===== config.mk =====
export PLATFORM = sky130hd
export DESIGN_NAME = if_fetch_stage
export DESIGN_NICKNAME = d
export VERILOG_FILES = /design/src/rtl/if_fetch_stage.sv
export SDC_FILE = /design/constraint.sdc
export NUM_CORES = 1
export LEC_CHECK = 0
export ABC_CLOCK_PERIOD_IN_PS = 5700
export BUFFER_PORTS_ARGS = -buffer_cell sky130_fd_sc_hd__buf_2
export CAP_MARGIN = 20
export CORE_MARGIN = 4
export CORE_UTILIZATION = 49
export DETAILED_ROUTE_END_ITERATION = 10
export PLACE_DENSITY = 0.91
export SETUP_SLACK_MARGIN = 0.15
export SYNTH_ARGS = -nofsm -noshare
export SYNTH_HDL_FRONTEND = slang
export SYNTH_SLANG_ARGS = --single-unit

===== constraint.sdc =====
create_clock -name clk -period 5.7 [get_ports clk]
set_input_delay 0.285 -clock clk [delete_from_list [all_inputs] [get_ports clk]]
set_output_delay 0.285 -clock clk [all_outputs]
set_load 0.01 [all_outputs]

===== src/rtl/if_fetch_stage.sv =====
// Instruction-fetch stage: owns the PC, runs the I-cache read handshake and presents
// {pc_o, ir_o, valid_o} to IF/ID. Optional skid buffer enabled by IF_SKID_BUF_EN.
module if_fetch_stage #(
  parameter logic [31:0] RESET_PC = 32'h0000_0060,
  parameter logic [31:0] NOP_INSN = 32'h0000_0013
) (
  input  logic        clk,
  input  logic        rst,
  input  logic        stall_i,
  input  logic        redirect_i,
  input  logic [31:0] redirect_pc_i,
  output logic        imem_read,
  output logic [31:0] imem_address,
  input  logic [31:0] imem_rdata,
  input  logic        imem_resp,
  output logic [31:0] pc_o,
  output logic [31:0] ir_o,
  output logic        valid_o,
  output logic [1:0]  dbg_state_o
);

  // Memory handshake: imem_read stays high with a stable imem_address until the
  // one-cycle imem_resp strobe; the request completes in that strobe cycle, and a
  // request that has been raised is never withdrawn (DROP waits it out).
  typedef enum logic [1:0] {
    S_FETCH   = 2'd0,
    S_DROP    = 2'd1,
    S_REISSUE = 2'd2
`ifdef IF_SKID_BUF_EN
    ,
    S_HOLD    = 2'd3
`endif
  } state_t;

  state_t      r_state;
  state_t      w_next_state;
  logic [31:0] r_pc;
  logic [31:0] w_pc_next;
  logic [31:0] r_tgt;
  logic [31:0] w_tgt_next;
  logic [31:0] w_redirect_tgt;
  logic [31:0] w_pc_inc;
  logic        w_read;
  logic        w_valid;
  logic        w_use_buf;
  logic        w_buf_load;

  assign w_redirect_tgt = redirect_pc_i & ~32'h0000_0003;
  assign w_pc_inc       = r_pc + 32'd4;

  always_comb begin
    w_next_state = r_state;
    w_pc_next    = r_pc;
    w_tgt_next   = r_tgt;
    w_read       = 1'b0;
    w_valid      = 1'b0;
    w_use_buf    = 1'b0;
    w_buf_load   = 1'b0;
    case (r_state)
      S_FETCH: begin
        w_read  = 1'b1;
        w_valid = imem_resp & ~redirect_i;
        if (imem_resp && redirect_i) begin
          w_pc_next = w_redirect_tgt;
        end else if (redirect_i) begin
          w_tgt_next   = w_redirect_tgt;
          w_next_state = S_DROP;
        end else if (imem_resp && !stall_i) begin
          w_pc_next = w_pc_inc;
        end else if (imem_resp) begin
`ifdef IF_SKID_BUF_EN
          w_buf_load   = 1'b1;
          w_next_state = S_HOLD;
`else
          w_next_state = S_REISSUE;
`endif
        end
      end
      S_DROP: begin
        // Old request is still outstanding; its data is thrown away on arrival.
        w_read = 1'b1;
        if (redirect_i) begin
          w_tgt_next = w_redirect_tgt;
        end
        if (imem_resp) begin
          w_pc_next    = redirect_i ? w_redirect_tgt : r_tgt;
          w_next_state = S_FETCH;
        end
      end
      S_REISSUE: begin
        if (redirect_i) begin
          w_pc_next = w_redirect_tgt;
        end
        w_next_state = S_FETCH;
      end
`ifdef IF_SKID_BUF_EN
      S_HOLD: begin
        w_valid   = ~redirect_i;
        w_use_buf = 1'b1;
        if (redirect_i) begin
          w_pc_next    = w_redirect_tgt;
          w_next_state = S_FETCH;
        end else if (!stall_i) begin
          w_pc_next    = w_pc_inc;
          w_next_state = S_FETCH;
        end
      end
`endif
      default: begin
        w_next_state = S_FETCH;
      end
    endcase
  end

  always_ff @(posedge clk) begin
    if (rst) begin
      r_state <= S_FETCH;
      r_pc    <= RESET_PC;
      r_tgt   <= '0;
    end else begin
      r_state <= w_next_state;
      r_pc    <= w_pc_next;
      r_tgt   <= w_tgt_next;
    end
  end

`ifdef IF_SKID_BUF_EN
  logic [31:0] r_buf;

  always_ff @(posedge clk) begin
    if (rst) begin
      r_buf <= '0;
    end else if (w_buf_load) begin
      r_buf <= imem_rdata;
    end
  end

  assign ir_o = valid_o ? (w_use_buf ? r_buf : imem_rdata) : NOP_INSN;
`else
  assign ir_o = valid_o ? imem_rdata : NOP_INSN;
`endif

  // While rst is held the outputs show the reset view regardless of leftover state.
  assign imem_read    = ~rst & w_read;
  assign valid_o      = ~rst & w_valid;
  assign imem_address = r_pc;
  assign pc_o         = rst ? RESET_PC : r_pc;
  assign dbg_state_o  = r_state;

endmodule


# Word-level counts from Yosys, hierarchy flattened
# Cells that the tools add are included.
# totals
in_bits	69
output_inout_bits	100
reg_bits	66
elab_cells	47
# op_classes
n_reduce_logical	10
muxes	19
eq_ne	9
add_sub_neg	1
bitwise	5
# op_table
operator	count
$mux 32	9
$pmux 32 s3	1
$pmux 32 s2	1
$add 32x3->32 const B	1
$ne 3x3->1 const B	4
$mux 2	5
$ne 2x2->1 const B	3
$reduce_and 5->1	1
$pmux 2 s2	1
$reduce_and 4->1	1
$and 1x1->1	3
$reduce_bool 3->1	1
$eq 2x1->1 const B	1
$eq 2x2->1 const B	1
$logic_and 1x1->1	2
$logic_not 2->1	1
$mux 1	2
$not 1->1	2
$reduce_and 2->1	1
$reduce_bool 2->1	1
$reduce_or 2->1	1
$logic_not 1->1	1

# Depth between registers and ports, before layout
# logic_depth
depth_word	6
ltp_mapped	10
ltp_nobuf	7

# Worst setup path before layout
# Ideal clock, no wire load.
# synth_path
path_type	reg-to-reg
from	register r_state[0] (netlist: dbg_state_o[0])
to	register r_pc[6] (netlist: imem_address[6])
arrival_ps	2077
n_path_buf	3
t_required_ps	5581
stages_incl_launch_ff	11
setup_slack_ps	3504
synth_period_minus_slack_ps	2196
setup_ps	119
path_cell_list	dfxtp_1 > inv_1 > ha_1 > clkbuf_1 > or2_2 > o211ai_1 > clkbuf_1 > buf_1 > nor2_1 > o21ai_0 > nand2_1
# synth_via
elab_chain_cells	3
word_cells_on_any_way	10
cone_classes	eq/ne: 6; mux: 1; reduce/logical: 3
# synth_rtl
element	line	rtl
from (decl)	35	state_t r_state;
from (signal assigned)	121	r_state <= w_next_state;
$eq 2x2->1, or another cell as far along	59	case (r_state)
$ne 2x2->1 (no line), or another cell as far along	--	
$reduce_and 5->1 (no line)	--	
to (signal assigned)	122	r_pc <= w_pc_next;
to (decl)	37	logic [31:0] r_pc;
# Parallel ways exist; a longest one is shown, timed or not.
# A chain may end at the register's enable or synchronous reset.

# Final worst setup path
# layout_path
from	register r_state[0] (netlist: dbg_state_o[0])
to	register r_pc[27] (netlist: imem_address[27])
# Same word-level chain as after synthesis.

==> reports/qor.yml <==
worst_setup_path:
  worst_setup_path_end_kind: "flip-flop"
  setup.worst_path.class: "flip-flop to flip-flop"
  crit_arrival_ns: 3.72
  timing.critical_path.required_ns: 5.95
  crit-reg2reg-capture: "imem_address[27]"
  crit_fanout: 27
  worstRegToRegCells: 8
  timing.rr.start: "dbg_state_o[0]"
  regToRegSetupSlack_ns: 2.23
  setup.worst_path.start_class: "flip-flop"
timing:
  layout_min_cycle_time_ns: 3.47
  maxSlewHeadroom: 0.255
  timing_hold_violations_final: 0
  final_number_of_setup_violating_endpoints: 0
  max_freq_mhz: 288
  slew_viol_final: 0
  hold-worst-slack_ns: 0.194
  unrepaired_setup_endpoints_after_global_routing: "false"
  fin_worst_skew_ns: 0.00775
  final.period_utilization: 0.609
  fin_ws_ns: 2.23
  setup_total_negative_slack_ns: 0
  slew_of_the_pin_with_the_lowest_slew_margin_ns: 1.09
clock_network:
  clock-root-buffer: "sky130_fd_sc_hd__clkbuf_8"
  h-tree-depth: 3
  clock_tree.buffer_depth: 2
  cts_buffers: 9
  cts_resized: 0
  post_cts_buffers: 0
  clk_latency_ns: 0.35
  postCtsHoldBufs: 0
  tritoncts_clock_tree: "built"
  cts_num_sinks: 66
  worst_setup_hold_path_clk_slew_ns: 0.08
die:
  core_area_um2: 8850
  io_pins: 169
  die_area_um2: 10800
  core.rowCount: 34
  die_w_um: 104
  initial_cell_density_of_the_core: 0.511
  die_y_um: 104
synth:
  async_reset_ff_frac: 0
  synth_fp_nets: 689
  mappedNetlistArea_um2: 4520
  synthesis.area_per_instance_um2: 7.34
  synth-edff-count: 0
  postSynthRegisterBits: 66
  seq_area_frac_synth: 0.292
  synth_cells: 616
  synth_flop_cell: "sky130_fd_sc_hd__dfxtp_1"
  synth.yosys.warnings: 0
  synthDistinctLibCells: 59
global_routing:
  grt_first_pass_wirelength_um: 25000
  antenna_found_initial: 0
  via_count_of_the_first_global_routing_pass: 4924
  grt_max_degree: 78
  overall_overflow_remaining_after_global_route: 0
  globalRouteTotalUtil: 0.276
placed_design:
  port_buffers: 166
  place.gp.congestion: 0.916
  dp_hpwl_um: 11000
  pre_cts_slack_ns: 2.40
  post_dp_cell_area_um2: 5330
  dp_cells: 846
route:
  detail-route-antenna-nets: 0
  routed_via_density: 6.18
  detail_route.wirelength_um: 15600
  drt_pre_antenna_iters: 6
  drc_violations_left: 0
  wire_per_inst_um: 18.2
  first_drt_iteration_drcs: 716
  via_count: 5327
power_and_ir_drop:
  report.power.total_mw: 1.67
  power_density_nw_per_um2: 301
  total_leakage_power_nw: 2.50
  power.ir.vdd_worst_mv: 0.126
cells_and_area:
  final.fill_count: 716
  final_nets: 822
  final_instance_count_excl_fillers: 862
  area.growth.synth_to_final_pct: 23.1
  insertedDiodeCount: 0
  multiInputGateArea_um2: 2960
  finish.instance_area_um2: 5560
  seqCellArea_um2: 1320
  fin_util: 0.629
  post_route_cells_drive_above_1_share: 0.279
min_path:
  path_type_of_the_worst_min_delay_path: "input port to flip-flop"
  hp-start: "redirect_pc_i[2]"
  whs_endpoint: "r_tgt[2]"
  timing.hold.worst_path_depth: 3
job:
  maxCapViolations: 0
run_status:
  run_status: "completed"
## cell usage in the layout (no fill, tap or decap), types with 5 or more instances in the layout
cell / netlist / layout
sky130_fd_sc_hd__a21o_1: 8 / 8
sky130_fd_sc_hd__a211oi_1: 6 / 6
sky130_fd_sc_hd__nand3_1: 13 / 13
sky130_fd_sc_hd__a32oi_1: 6 / 6
sky130_fd_sc_hd__and2_1: 30 / 30
sky130_fd_sc_hd__nor4_1: 7 / 7
sky130_fd_sc_hd__or2_2: 6 / 6
sky130_fd_sc_hd__dfxtp_1: 66 / 66
sky130_fd_sc_hd__and4_1: 5 / 5
sky130_fd_sc_hd__nand4_1: 5 / 5
sky130_fd_sc_hd__clkbuf_8: 0 / 9
sky130_fd_sc_hd__a221oi_1: 12 / 12
sky130_fd_sc_hd__nor2_1: 30 / 30
sky130_fd_sc_hd__buf_4: 0 / 6
sky130_fd_sc_hd__o32ai_1: 5 / 5
sky130_fd_sc_hd__mux2i_1: 14 / 14
sky130_fd_sc_hd__inv_1: 12 / 12
sky130_fd_sc_hd__a311oi_1: 5 / 5
sky130_fd_sc_hd__mux2_2: 11 / 11
sky130_fd_sc_hd__nor2b_1: 28 / 28
sky130_fd_sc_hd__nand2_1: 104 / 104
sky130_fd_sc_hd__a21oi_1: 57 / 57
sky130_fd_sc_hd__o21ai_0: 37 / 37
sky130_fd_sc_hd__nor3_1: 14 / 13
sky130_fd_sc_hd__and3_1: 10 / 10
sky130_fd_sc_hd__buf_2: 6 / 166
sky130_fd_sc_hd__o211ai_1: 14 / 14
## flip-flops by register name, summed over array words and instances (netlist names)
| register | count |
|---|---|
| imem_address | 32 |
| r_tgt | 32 |
| dbg_state_o | 2 |
## report_power, final
part | switching (mW) | total (mW) | internal [mW]
sequential | 0.0832 | 0.605 | 0.522
clock | 0.206 | 0.456 | 0.250
combinational | 0.382 | 0.614 | 0.232
total | 0.671 | 1.67 | 1.00
## metal layers
layer	vias to the layer above	GRT usage	wire, µm
li1	2480	-	-
met1	2443	0.361	6370
met2	355	0.446	7310
met3	49	0.0652	1580
met4	0	0.0912	392
met5	-	0	0
## worst max-delay path, cell delays in order, from the launching register on
cell	delay (ns)
sky130_fd_sc_hd__dfxtp_1	0.35
sky130_fd_sc_hd__inv_1	0.12
sky130_fd_sc_hd__ha_1	0.87
sky130_fd_sc_hd__a21oi_1	0.27
sky130_fd_sc_hd__o211ai_1	0.89
sky130_fd_sc_hd__buf_4	0.36
sky130_fd_sc_hd__nor2_1	0.13
sky130_fd_sc_hd__a31o_2	0.27
sky130_fd_sc_hd__o2bb2ai_1	0.11
## synth_stat cells, types with 11 or more instances
cell type	n	area (µm²)
sky130_fd_sc_hd__a221oi_1	12	105
sky130_fd_sc_hd__mux2_2	11	124
sky130_fd_sc_hd__o211ai_1	14	105
sky130_fd_sc_hd__nand3_1	13	65.1
sky130_fd_sc_hd__nor2_1	30	113
sky130_fd_sc_hd__a21oi_1	57	285
sky130_fd_sc_hd__inv_1	12	45.0
sky130_fd_sc_hd__nand2_1	104	390
sky130_fd_sc_hd__mux2i_1	14	140
sky130_fd_sc_hd__clkbuf_1	39	146
sky130_fd_sc_hd__and2_1	30	188
sky130_fd_sc_hd__o21ai_0	37	185
sky130_fd_sc_hd__nor3_1	14	70.1
sky130_fd_sc_hd__dfxtp_1	66	1320
sky130_fd_sc_hd__nor2b_1	28	175
## final cells by class
cell class	count	area share
sequential	66	0.237
clock buffer	9	0.0223
multi-input combinational	487	0.532
inverter	13	0.00877
clock inverter	7	0.0182
tap	108	0.0243
timing repair buffer	172	0.157
## cell families after synthesis
family                   after synthesis  synth area share
XOR/XNOR                               6            0.0116
buffers and inverters                 63            0.0559
AO/OA/AOI/OAI                        185             0.271
multiplexers                          25            0.0584
adder cells (fa/ha/maj)                4            0.0111
flip-flops                            66             0.292
AND/OR/NAND/NOR                      267             0.300
## worst max-delay path by stage
stage / start / endpoint / cells after the start
after floorplan: dbg_state_o[0] / imem_address[6] / 10
after CTS: dbg_state_o[0] / imem_address[13] / 7
after global routing: dbg_state_o[0] / imem_address[27] / 8
final: dbg_state_o[0] / imem_address[27] / 8
after global placement: dbg_state_o[0] / imem_address[27] / 8
after detailed placement: dbg_state_o[0] / imem_address[13] / 7
Power figures use the tool's default switching activity.
